`src/rtl/cpu_pkg.sv`:
```
// CPU memory-bus types shared by the CPU, the memory responder and the DMA.
// MemC is the master-to-responder request; MemR carries read data back
// (valid the cycle after a read request). Also holds the DMA state encoding.
package cpu_pkg;

  typedef struct packed {
    logic        sel;  // request valid this cycle
    logic        wr;   // 1 = write, 0 = read
    logic        bsy;  // master-side stall indication (DMA never stalls)
    logic [3:0]  be;   // byte enables
    logic [31:0] a;    // byte address
    logic [31:0] d;    // write data
  } MemC;

  typedef struct packed {
    logic [31:0] q;    // read data
  } MemR;

  typedef enum logic [2:0] {
    IDLE,
    RD,
    CAP,
    WR,
    DONE
  } DmaState;

  localparam logic [3:0] DMA_BE_WORD = 4'hF;

  // Full-word request with write data left at 0; data is overlaid by the caller.
  function automatic MemC dma_req(input logic wr, input logic [31:0] a);
    MemC r;
    r     = '0;
    r.sel = 1'b1;
    r.wr  = wr;
    r.be  = DMA_BE_WORD;
    r.a   = a;
    return r;
  endfunction

endpackage

```
`src/rtl/mem_dma.sv`:
```
// Word-copy DMA master on the CPU memory bus: RD -> CAP -> WR per word, one word per 3 cycles.
// Latency: start at cycle 0 gives first read at cycle 1 and done at cycle 3N+1 (len=0: cycle 1).
// No bus backpressure; abort returns to IDLE next cycle. Optional MEM_DMA_FILL_EN adds a WR-only fill mode.
module mem_dma
  import cpu_pkg::*;
#(
  parameter int AW = 18,
  parameter int LW = 16
) (
  input  logic          clk,
  input  logic          rst,
  input  logic          start,
  input  logic [31:0]   src,
  input  logic [31:0]   dst,
  input  logic [LW-1:0] len,
  input  logic          abort,
`ifdef MEM_DMA_FILL_EN
  input  logic          fill,
  input  logic [31:0]   fill_data,
`endif
  output logic          busy,
  output logic          done,
  output logic [LW-1:0] remaining,
  output MemC           memc,
  input  MemR           memr
);

  DmaState       state_q;
  logic [31:0]   src_q;
  logic [31:0]   dst_q;
  logic [31:0]   buf_q;
  logic [LW-1:0] rem_q;
  logic          busy_q;
  logic          done_q;
  MemC           memc_q;
  logic          fill_q;

  // Address low bits are forced to word alignment; the responder alone applies AW.
  logic unused_bits;
  assign unused_bits = ^{src[1:0], dst[1:0], (AW > 0)};

`ifndef MEM_DMA_FILL_EN
  assign fill_q = 1'b0;
`endif

  // Sequencer: state, pointers, staging buffer and registered bus/status outputs.
  always_ff @(posedge clk) begin
    if (rst) begin
      state_q <= IDLE;
      src_q   <= '0;
      dst_q   <= '0;
      buf_q   <= '0;
      rem_q   <= '0;
      busy_q  <= 1'b0;
      done_q  <= 1'b0;
      memc_q  <= '0;
`ifdef MEM_DMA_FILL_EN
      fill_q  <= 1'b0;
`endif
    end else begin
      done_q <= 1'b0;
      memc_q <= '0;
      if (abort && state_q != IDLE) begin
        // Pointers and count are frozen; any write already on the bus still lands.
        state_q <= IDLE;
        busy_q  <= 1'b0;
      end else begin
        case (state_q)
          IDLE: begin
            if (start) begin
              if (len != '0) begin
                src_q  <= {src[31:2], 2'b00};
                dst_q  <= {dst[31:2], 2'b00};
                rem_q  <= len;
                busy_q <= 1'b1;
`ifdef MEM_DMA_FILL_EN
                fill_q <= fill;
                if (fill) begin
                  buf_q   <= fill_data;
                  state_q <= WR;
                  memc_q  <= dma_req(1'b1, {dst[31:2], 2'b00});
                end else begin
                  state_q <= RD;
                  memc_q  <= dma_req(1'b0, {src[31:2], 2'b00});
                end
`else
                state_q <= RD;
                memc_q  <= dma_req(1'b0, {src[31:2], 2'b00});
`endif
              end else begin
                state_q <= DONE;
                done_q  <= 1'b1;
              end
            end
          end
          RD: begin
            state_q <= CAP;
          end
          CAP: begin
            buf_q   <= memr.q;
            state_q <= WR;
            memc_q  <= dma_req(1'b1, dst_q);
          end
          WR: begin
            src_q <= src_q + 32'd4;
            dst_q <= dst_q + 32'd4;
            rem_q <= rem_q - 1'b1;
            if (rem_q == LW'(1)) begin
              state_q <= DONE;
              done_q  <= 1'b1;
              busy_q  <= 1'b0;
            end else if (fill_q) begin
              state_q <= WR;
              memc_q  <= dma_req(1'b1, dst_q + 32'd4);
            end else begin
              state_q <= RD;
              memc_q  <= dma_req(1'b0, src_q + 32'd4);
            end
          end
          DONE: begin
            state_q <= IDLE;
          end
          default: begin
            state_q <= IDLE;
          end
        endcase
      end
    end
  end

  // Write data comes straight from the staging register so d is 0 whenever no write is issued.
  always_comb begin
    memc = memc_q;
    if (memc_q.sel && memc_q.wr) begin
      memc.d = buf_q;
    end
  end

  assign busy      = busy_q;
  assign done      = done_q;
  assign remaining = rem_q;

endmodule
```
`config.mk`:
```
export PLATFORM = sky130hd
export DESIGN_NAME = mem_dma
export DESIGN_NICKNAME = d
export VERILOG_FILES = /design/src/rtl/cpu_pkg.sv /design/src/rtl/mem_dma.sv
export SDC_FILE = /design/constraint.sdc
export NUM_CORES = 1
export LEC_CHECK = 0
export CAP_MARGIN = 0
export CORE_ASPECT_RATIO = 1.1
export CORE_UTILIZATION = 25
export CTS_BUF_LIST = sky130_fd_sc_hd__clkbuf_4
export DETAILED_ROUTE_END_ITERATION = 10
export DONT_BUFFER_PORTS = 1
export SYNTH_ARGS = -nofsm -noshare
export SYNTH_HDL_FRONTEND = slang
export SYNTH_SLANG_ARGS = --single-unit
```
`constraint.sdc`:
```
create_clock -name clk -period 2.9 [get_ports clk]
set_input_delay 0.725 -clock clk [delete_from_list [all_inputs] [get_ports clk]]
set_output_delay 0.725 -clock clk [all_outputs]
set_load 0.03 [all_outputs]
```
Word-level counts from Yosys, hierarchy flattened. Cells that the tools add are included.

Bits in registers: 188. Input port bits: 116. Word-level logic and storage cells: 60.

Muxes and demuxes: 26. Reductions and logical operators: 10. Bitwise operators: 1. Add/sub/neg operators: 3. Equality and inequality tests: 7.

Operator list (number): $mux 71 (3); $pmux 71 s3 (1); $mux 32 (5); $pmux 32 s2 (2); $add 32x3->32 const B (2); $mux 16 (2); $pmux 16 s2 (1); $eq 16x1->1 const B (1); $reduce_bool 16->1 (1); $sub 16x1->16 const B (1); $pmux 3 s4 (1); $mux 3 (3); $reduce_and 4->1 (2); $eq 3x2->1 const B (2); $mux 1 (6); $ne 2x2->1 const B (3); $pmux 1 s2 (2); $eq 3x1->1 const B (1); $logic_not 3->1 (1); $reduce_bool 3->1 (1); $logic_and 1x1->1 (2); $reduce_and 2->1 (1); $reduce_bool 2->1 (1); $reduce_or 2->1 (1); $not 1->1 (1).

Longest topological paths before layout. Gate-level depths: netlist (run 1).

Word-level depth: 4. Gate-level depth with buffers: 8. Gate-level depth less buffers: 7.

Worst setup path after synthesis (run 1). No wires, ideal clock.

Path type: input to register. Start: in len[3]. End: reg rem_q[6] (netlist: remaining[6]). Setup slack: 459 ps. Library setup time: 128 ps. Stages on the path: 7. Buffers on the path: 2. Data arrival time: 2313 ps. Cells stage by stage: nor4_1 > a41oi_4 > or2_2 > buf_2 > buf_2 > a22oi_1 > nor2_1.

Cells in the longest elaborated chain, start to end: 3.

RTL lines: start, declared (line mem_dma.sv:15) `input logic [LW-1:0] len,`; $reduce_bool 16->1 (line mem_dma.sv:71) `if (len != '0) begin`; $ne 2x2->1 (no line); $reduce_and 4->1 (no line); end signal, assigned (line mem_dma.sv:74) `rem_q <= len;`; end signal, assigned (line mem_dma.sv:107) `rem_q <= rem_q - 1'b1;`; end, declared (line mem_dma.sv:32) `logic [LW-1:0] rem_q;`.

Every way passes these cells. A chain may end at the register's enable or synchronous reset.

==> out/summary.txt, run 1 <==
Flop-to-flop setup slack -> 400 ps
Count leader, synth -> nand2_1
EDFF count, synth -> 0
Largest net degree at the start of global routing -> 116
Routability cong. -> 0.804
Post-route DRC -> 0
Hold Startpoint -> rst
Crit-path cells -> and3_1
Clock-pin slew on the worst setup and hold paths -> 120 ps
Fin nets -> 1139
Global-route wire length before repair -> 44000 um
Worst Clk Skew -> 28.0 ps
Area occupied by multi-input gates -> 4620 sq um
Final Slew Violations -> 0
GRT Util Overall -> 17.2%
Fill cell count -> 3415
Buffers on Ports -> 0
Via density -> 5.60
Nature of the critical path startpoint -> register
Hold Violations, Final -> 0
Most frequent cells after synthesis -> nand2_1, dfxtp_1, a21oi_1
CTS tree -> done
Synth area leader -> dfxtp_1
Met1 Usage GRT -> 20.7%
Met3 Usage GRT -> 6.04%
Hold EP -> buf_q[17]$_SDFFE_PP0P_
Synth area leaders -> dfxtp_1, a21oi_1, nand2_1
Antenna violations before repair -> 6
R2r startpoint -> state_q[2]$_SDFFE_PP0N_
CTS resizes -> 0
DR WL/cell -> 19.7 um
Worst-skew pair later-pin latency -> 580 ps
P_leak -> 3.09 nW
Syn_area_per_cell -> 7.57 sq um
CTS buffer count -> 17
Final TNS setup -> 0 ps
Clk sink count -> 146
Yosys cell types -> 64
Status -> completed
Initial core utilization -> 25.5%
Post-route ant nets -> 0
Die ar. -> 32800 sq um
Post-layout minimum cycle time -> 2650 ps
Tcrit/Tclk final -> 91.5%
#FFs+latches synth -> 146
Clk root buf -> clkbuf_4
RSZ-0062 raised after global routing -> no
Synth async-reset ratio -> 0%
Clock Path Buffers -> 2
P&R area growth vs syn -> 9.39%
DP HPWL -> 20400 um
Std-Cell Rows -> 68
Most Crowded Layer GR -> met2
Sequential area share after synthesis -> 36.4%
Final count of negative-setup-slack endpoints -> 0
CP max stage delay -> 890 ps
Seq. cell area -> 2920 sq um
Max-capacitance violation count -> 0
Post-CTS Setup Repair Bufs -> 0
Core footprint -> 31500 sq um
Relative slew slack -> 22.9%
Top_reg_cell synth -> dfxtp_1
Post-synthesis cell count -> 1060
FF-to-FF End -> src_q[2]$_SDFFE_PP0P_
CP endpoint kind -> primary output
Worst slew pin tran -> 1160 ps
DRT iter0 DRCs -> 807
Die extent in y -> 190 um
Maximum fanout along the worst path -> 33
Yosys top cell area share -> 36.4%
Grt ovf -> 0
Fmax -> 0.377 GHz
Slowest-stage cell, CP -> dfxtp_1
WP data required -> 2170 ps
Min-Delay Path Depth -> 1
CTS Hold Buffers Added -> 0
Chip Width -> 173 um
Vias in the first global route -> 7425
Layout cells sized above 1 -> 8.82%
Netlist Area Pre-Place -> 8020 sq um
Post-Route WL -> 28700 um
Worst vdd ir -> 0.000173 V
YS warnings -> 0
DR vias -> 8153
M2 GR Usage -> 28.7%
WS Path Type -> register to primary output
Hold Crit Class -> primary input to register
Ports -> 205
Worst r2r path cells -> 6
Hold slack final -> 212 ps
Critical path data arrival time -> 1930 ps
H-tree level count -> 4
Cell family with most CP delay -> flip-flops
Drt pass-1 iters -> 5
P per Cell Area -> 490 nW/um^2
Buf/Inv on CP -> 0
## layer usage
metal	vias to the layer above	share of wire, %	wire [um]
li1	3831	-	-
met1	3926	40	11500
met2	359	48	13800
met3	35	10	2900
met4	2	1.7	482
met5	-	0.042	12
## placed cells by master, fill, tap and decap left out, types with 5 or more instances in the layout
cell type / synthesis / final
nand2b_1: 6 / 6
a211oi_1: 8 / 8
nand4_1: 21 / 21
o31a_1: 8 / 8
a222oi_1: 13 / 13
and4_1: 10 / 10
xor2_1: 8 / 8
or4_1: 5 / 5
o22ai_1: 19 / 19
a31oi_1: 7 / 7
xnor2_1: 16 / 16
and3_1: 40 / 40
nor4_1: 16 / 15
clkbuf_4: 0 / 18
nand3_1: 30 / 30
a22o_1: 9 / 9
a32o_1: 10 / 10
a2bb2oi_1: 15 / 15
nor2_1: 82 / 81
a22oi_1: 19 / 19
dfxtp_1: 146 / 145
a21o_1: 8 / 8
a21oi_1: 120 / 120
inv_1: 20 / 20
o21ai_0: 52 / 52
o32ai_1: 13 / 13
o31ai_1: 10 / 10
and2_1: 7 / 7
a311oi_1: 6 / 6
buf_4: 6 / 40
nor3_1: 29 / 29
nor3b_1: 6 / 5
nand2_1: 148 / 148
## worst max-delay path by stage
stage / start / end / slack (ps) / cells past startpoint
after floorplan: len[3] / remaining[6]$_SDFFE_PP0P_ / 460 / 7
after global placement: start / dst_q[2]$_SDFFE_PP0P_ / 250 / 6
final: memc[69]$_SDFF_PP0_ / memc[29] / 250 / 1
after detailed placement: start / src_q[2]$_SDFFE_PP0P_ / 190 / 6
after global routing: memc[69]$_SDFF_PP0_ / memc[4] / 120 / 1
after CTS: memc[69]$_SDFF_PP0_ / memc[21] / 170 / 1
## where the power goes
| group | internal [W] | switching, W |
|---|---|---|
| clock | 0.000515 | 0.000799 |
| sequential | 0.00213 | 0.000232 |
| combinational | 0.000252 | 0.000375 |
| total | 0.00289 | 0.00141 |
## through the flow
step                      cell area, sq um  util (%)  worst slack, ps  total power, W  std cells
after floorplan                       8020         -              459         0.00285       1061
after global placement                8490      27.0              246         0.00301       1420
after detailed placement              8490      27.0              185         0.00302       1420
after CTS                             8760      27.8              169         0.00437       1452
after global routing                  8770      27.8              115         0.00454       1454
final                                 8770      27.9              246         0.00430       1456
## sequential cells by signal, summed over array words and instances (netlist names)
signal,cells
remaining,16
memc,33
state_q,3
buf_q,32
src_q,30
busy,1
done,1
dst_q,30
## layout make-up
class / instances / share of cell area, %
multi-input combinational: 792 / 52.7
tap: 420 / 5.99
clock buffer: 18 / 1.54
sequential: 146 / 33.3
antenna: 4 / 0.114
timing repair buffer: 42 / 3.88
inverter: 20 / 0.856
clock inverter: 14 / 1.58
## worst register-to-register path: cells and delay by family, from the launching register on
family	cells	cell delay (ps)
simple gates	2	1010
compound gates	3	590
flops	1	410
buf+inv	1	400
## cells by family after synthesis
family | count (synthesis) | synth area share (%)
flops | 146 | 36.4
fa+ha+maj | 4 | 0.624
compound gates | 343 | 28.5
other cells | 1 | 0.0468
simple gates | 418 | 25.4
buf+inv | 123 | 6.23
xor+xnor | 24 | 2.62
mux | 1 | 0.125
Note: power is estimated with default switching activity, not from simulation.
==> inputs of run 2 (changes only) <==
CAP_MARGIN = 15   (was 0)
==> run 2 against run 1 <==
  * Worst hold slack got worse by 2.5 ps
  * Wire length increased by 0.22%
  * Flip-flop and latch count unchanged
==> out/summary.txt, run 2 (synthesis gave the netlist of run 1 again) <==
Core footprint -> 31500 sq um
CTS tree -> done
Chip Width -> 173 um
Clock-pin slew on the worst setup and hold paths -> 120 ps
Max-capacitance violation count -> 0
Via density -> 5.55
Global-route wire length before repair -> 44000 um
WP data required -> 2170 ps
Post-route DRC -> 0
Routability cong. -> 0.804
Tcrit/Tclk final -> 91.7%
Clk root buf -> clkbuf_4
DR vias -> 8084
Clk sink count -> 146
P per Cell Area -> 489 nW/um^2
DR WL/cell -> 19.8 um
Post-layout minimum cycle time -> 2660 ps
Relative slew slack -> 44.4%
Layout cells sized above 1 -> 8.91%
Hold Violations, Final -> 0
P_leak -> 3.10 nW
CTS resizes -> 0
Ports -> 205
CP endpoint kind -> primary output
DP HPWL -> 20400 um
Drt pass-1 iters -> 5
Buffers on Ports -> 0
Grt ovf -> 0
Antenna violations before repair -> 6
Fin area -> 8800 sq um
Placed cell areas -> 8490 sq um
Post-Route WL -> 28800 um
Die ar. -> 32800 sq um
Flop-to-flop setup slack -> 380 ps
DRT iter0 DRCs -> 755
Crit-path cells -> and3_1
Critical path data arrival time -> 1930 ps
CTS Hold Buffers Added -> 0
Post-CTS Setup Repair Bufs -> 0
GRT Util Overall -> 17.2%
Hold Crit Class -> primary input to register
Initial core utilization -> 25.5%
Worst Clk Skew -> 26.9 ps
Largest net degree at the start of global routing -> 116
Final TNS setup -> 0 ps
Setup WS post-layout -> 241 ps
Cell family with most CP delay -> flip-flops
Post-Place Worst Slack -> 185 ps
Fmax -> 0.376 GHz
Maximum fanout along the worst path -> 33
Vias in the first global route -> 7425
CTS buffer count -> 17
Finished Layout Cells -> 1457
WS Path Type -> register to primary output
CP max stage delay -> 880 ps
P&R area growth vs syn -> 9.74%
Nature of the critical path startpoint -> register
Final Slew Violations -> 0
RSZ-0062 raised after global routing -> no
Buf/Inv on CP -> 0
Worst slew pin tran -> 832 ps
Hold slack final -> 210 ps
Number of flip-flops under the largest register name -> 33
Worst vdd ir -> 0.000174 V
Final count of negative-setup-slack endpoints -> 0
Fill cell count -> 3411
Placed cell count -> 1420
Slowest-stage cell, CP -> dfxtp_1
Die extent in y -> 190 um
Std-Cell Rows -> 68
Status -> completed
Most frequent cells in the layout -> nand2_1, dfxtp_1, a21oi_1
Worst-skew pair later-pin latency -> 580 ps
Commonest non-fill, non-tap cell in the layout -> nand2_1
Post-route ant nets -> 0
Clock Path Buffers -> 2
H-tree level count -> 4
Fin nets -> 1140
## run 2: cell count changes in the layout (fill, tap and decap cells not counted), sizes merged
cell	change
buf	+1
## run 2: power breakdown
part / switching, W / internal, W / leakage, nW
sequential: 0.000233 / 0.00213 / 1.19
combinational: 0.000374 / 0.000254 / 1.77
clock: 0.000805 / 0.000515 / 0.140
## run 2: worst paths after layout
| check | depth (start not counted) | startpoint | end |
|---|---|---|---|
| max | 1 | memc[69]$_SDFF_PP0_ | memc[29] |
| min | 1 | rst | buf_q[17]$_SDFFE_PP0P_ |
| max reg2reg | 6 | state_q[2]$_SDFFE_PP0N_ | src_q[2]$_SDFFE_PP0P_ |
| min reg2reg | 2 | buf_q[5]$_SDFFE_PP0P_ | buf_q[5]$_SDFFE_PP0P_ |
## run 2: cell type report
type                       count  area, sq um  share of cell area, %
sequential                   146         2920                   33.2
tap                          420          526                   5.97
clock inverter                14          139                   1.58
clock buffer                  18          135                   1.54
multi-input combinational    792         4620                   52.5
timing repair buffer          43          368                   4.18
antenna                        4         10.0                  0.114
inverter                      20         75.1                  0.853
## run 2: through the flow
stage	total power, W	util, %
finish	0.00431	28.0
global route	0.00454	27.9
CTS	0.00437	27.8
detailed placement	0.00302	27.0
global placement	0.00301	27.0
floorplan	0.00285	-
## run 2: metal layers
layer | track usage (%) | share of wire, % | wire length [um]
met4 | 5.21 | 1.7 | 478
met5 | 0 | 0.042 | 12
met3 | 6.04 | 10 | 2880
met2 | 28.7 | 48 | 13800
met1 | 20.7 | 40 | 11600
==> inputs of run 3 (changes only) <==
PLACE_DENSITY = 0.45   (was not set)
==> run 3 against run 2 <==
  * Register-to-register slack lost 70 ps
  * Critical path depth is 1 higher
  * Wire length is 3.5% higher
  * Worst hold slack better by 16 ps
  * Core utilization is 0.54 points higher
  * Clock power rose by 20%
  * Clock skew decreased by 7.8 ps
  * Fmax up 0.41%
  * Sequential power barely moved
  * Clock-buffer cell count increased by 3
  * Non-clock buffer count increased by 10
  * Combinational power increased by 9.2%
  * Critical path type unchanged
  * Highest routed layer unchanged
==> out/summary.txt, run 3 (synthesis gave the netlist of run 1 again) <==
Status -> completed
Clock power share -> 34.5%
Hold slack final -> 226 ps
Grt ovf -> 0
Hold Crit Class -> primary input to register
Initial core utilization -> 25.5%
Post-route DRC -> 0
CP endpoint kind -> primary output
Buffers on Ports -> 0
Fmax -> 0.378 GHz
Max-capacitance violation count -> 0
Clk sink count -> 146
Chip Width -> 173 um
CTS tree -> done
Logic pwr share -> 14.9%
Vias in the first global route -> 7462
CTS Hold Buffers Added -> 0
RSZ-0062 raised after global routing -> no
Sequential power share -> 50.6%
DR WL/cell -> 20.3 um
Fin area -> 8970 sq um
GRT Util Overall -> 17.9%
Drt pass-1 iters -> 5
Final Slew Violations -> 0
Routability cong. -> 0.818
WP data required -> 2170 ps
Worst vdd ir -> 0.000183 V
CTS resizes -> 0
Min-Delay Path Depth -> 1
Tcrit/Tclk final -> 91.3%
Worst Clk Skew -> 19.2 ps
Die ar. -> 32800 sq um
Final TNS setup -> 0 ps
Placed cell areas -> 8620 sq um
Critical path data arrival time -> 1920 ps
Clock Path Buffers -> 2
H-tree level count -> 4
Global-route wire length before repair -> 45500 um
DR vias -> 7955
WS Path Type -> register to primary output
Post-route ant nets -> 0
Post-Route WL -> 29800 um
Layout cells sized above 1 -> 9.88%
Relative slew slack -> 45.7%
Via density -> 5.43
P_leak -> 3.21 nW
Worst slew pin tran -> 812 ps
Internal -> 0.00320 W
Antenna violations before repair -> 4
Post-layout minimum cycle time -> 2650 ps
Most frequent cells in the layout -> nand2_1, dfxtp_1, a21oi_1
Switching part of the total -> 30.6%
P&R area growth vs syn -> 11.8%
Final count of negative-setup-slack endpoints -> 0
Fin nets -> 1150
Nature of the critical path startpoint -> register
Post-CTS Setup Repair Bufs -> 0
Maximum fanout along the worst path -> 32
Core footprint -> 31500 sq um
DRT iter0 DRCs -> 645
Worst-skew pair later-pin latency -> 570 ps
P per Cell Area -> 515 nW/um^2
Worst r2r path cells -> 7
Clk root buf -> clkbuf_4
Ports -> 205
Fill cell count -> 3468
Clock-pin slew on the worst setup and hold paths -> 120 ps
Psw -> 0.00141 W
DP HPWL -> 20800 um
Largest net degree at the start of global routing -> 116
Die extent in y -> 190 um
Commonest non-fill, non-tap cell in the layout -> nand2_1
Number of flip-flops under the largest register name -> 33
Std-Cell Rows -> 68
CTS buffer count -> 17
Hold Violations, Final -> 0
-- run 3: cell types whose count changed in the layout (fill, tap and decap cells not counted), moves of 3 or more --
| cell | change |
|---|---|
| bufinv_16 | +3 |
| buf_12 | +4 |
| buf_4 | +7 |
| clkbuf_4 | +3 |
| clkinvlp_4 | -3 |
-- run 3: final timing paths --
| path | startpoint | to | slack (ps) |
|---|---|---|---|
| worst min-delay path | abort | state_q[1]$_SDFFE_PP0N_ | 230 |
| worst min register to register | buf_q[0]$_SDFFE_PP0P_ | buf_q[0]$_SDFFE_PP0P_ | 460 |
| worst max register to register | remaining[1]$_SDFFE_PP0P_ | memc[60]$_SDFF_PP0_ | 310 |
| worst max-delay path | memc[69]$_SDFF_PP0_ | memc[28] | 250 |
-- run 3: layout make-up --
cell class / count / area [sq um] / share of cell area [%]
inverter: 20 / 75.1 / 0.837
multi-input combinational: 792 / 4620 / 51.5
tap: 420 / 526 / 5.86
antenna: 2 / 5.00 / 0.0558
sequential: 146 / 2920 / 32.6
clock buffer: 21 / 158 / 1.76
timing repair buffer: 53 / 473 / 5.27
clock inverter: 11 / 185 / 2.06
-- run 3: power by group through the flow --
stage | Combinational (W) | Sequential (W) | Clock (W)
final | 0.000687 | 0.00234 | 0.00159
after global routing | 0.000759 | 0.00236 | 0.00174
after CTS | 0.000692 | 0.00234 | 0.00167
after detailed placement | 0.000689 | 0.00238 | 0
after global placement | 0.000684 | 0.00238 | 0
after floorplan | 0.000516 | 0.00234 | 0
-- run 3: metal layers --
| layer | part of all wire (%) | track usage, % | vias to the layer above |
|---|---|---|---|
| li1 | - | - | 3851 |
| met1 | 43 | 22.1 | 3812 |
| met2 | 48 | 29.9 | 258 |
| met3 | 7.3 | 5.28 | 32 |
| met4 | 1.7 | 5.85 | 2 |
| met5 | 0.040 | 0 | - |
-- run 3: worst max-delay path, stage by stage, from the launching register on --
cell	delay, ps
dfxtp_1	580
buf_4	350
and3_1	420
-- run 3: through the flow --
step | power, W | utilization (%) | std cells | worst slack (ps)
detailed placement | 0.00307 | 27.4 | 1431 | 304
finish | 0.00462 | 28.5 | 1465 | 252
CTS | 0.00470 | 28.5 | 1463 | 150
floorplan | 0.00285 | - | 1061 | 459
global placement | 0.00306 | 27.4 | 1431 | 311
global route | 0.00486 | 28.5 | 1465 | 104
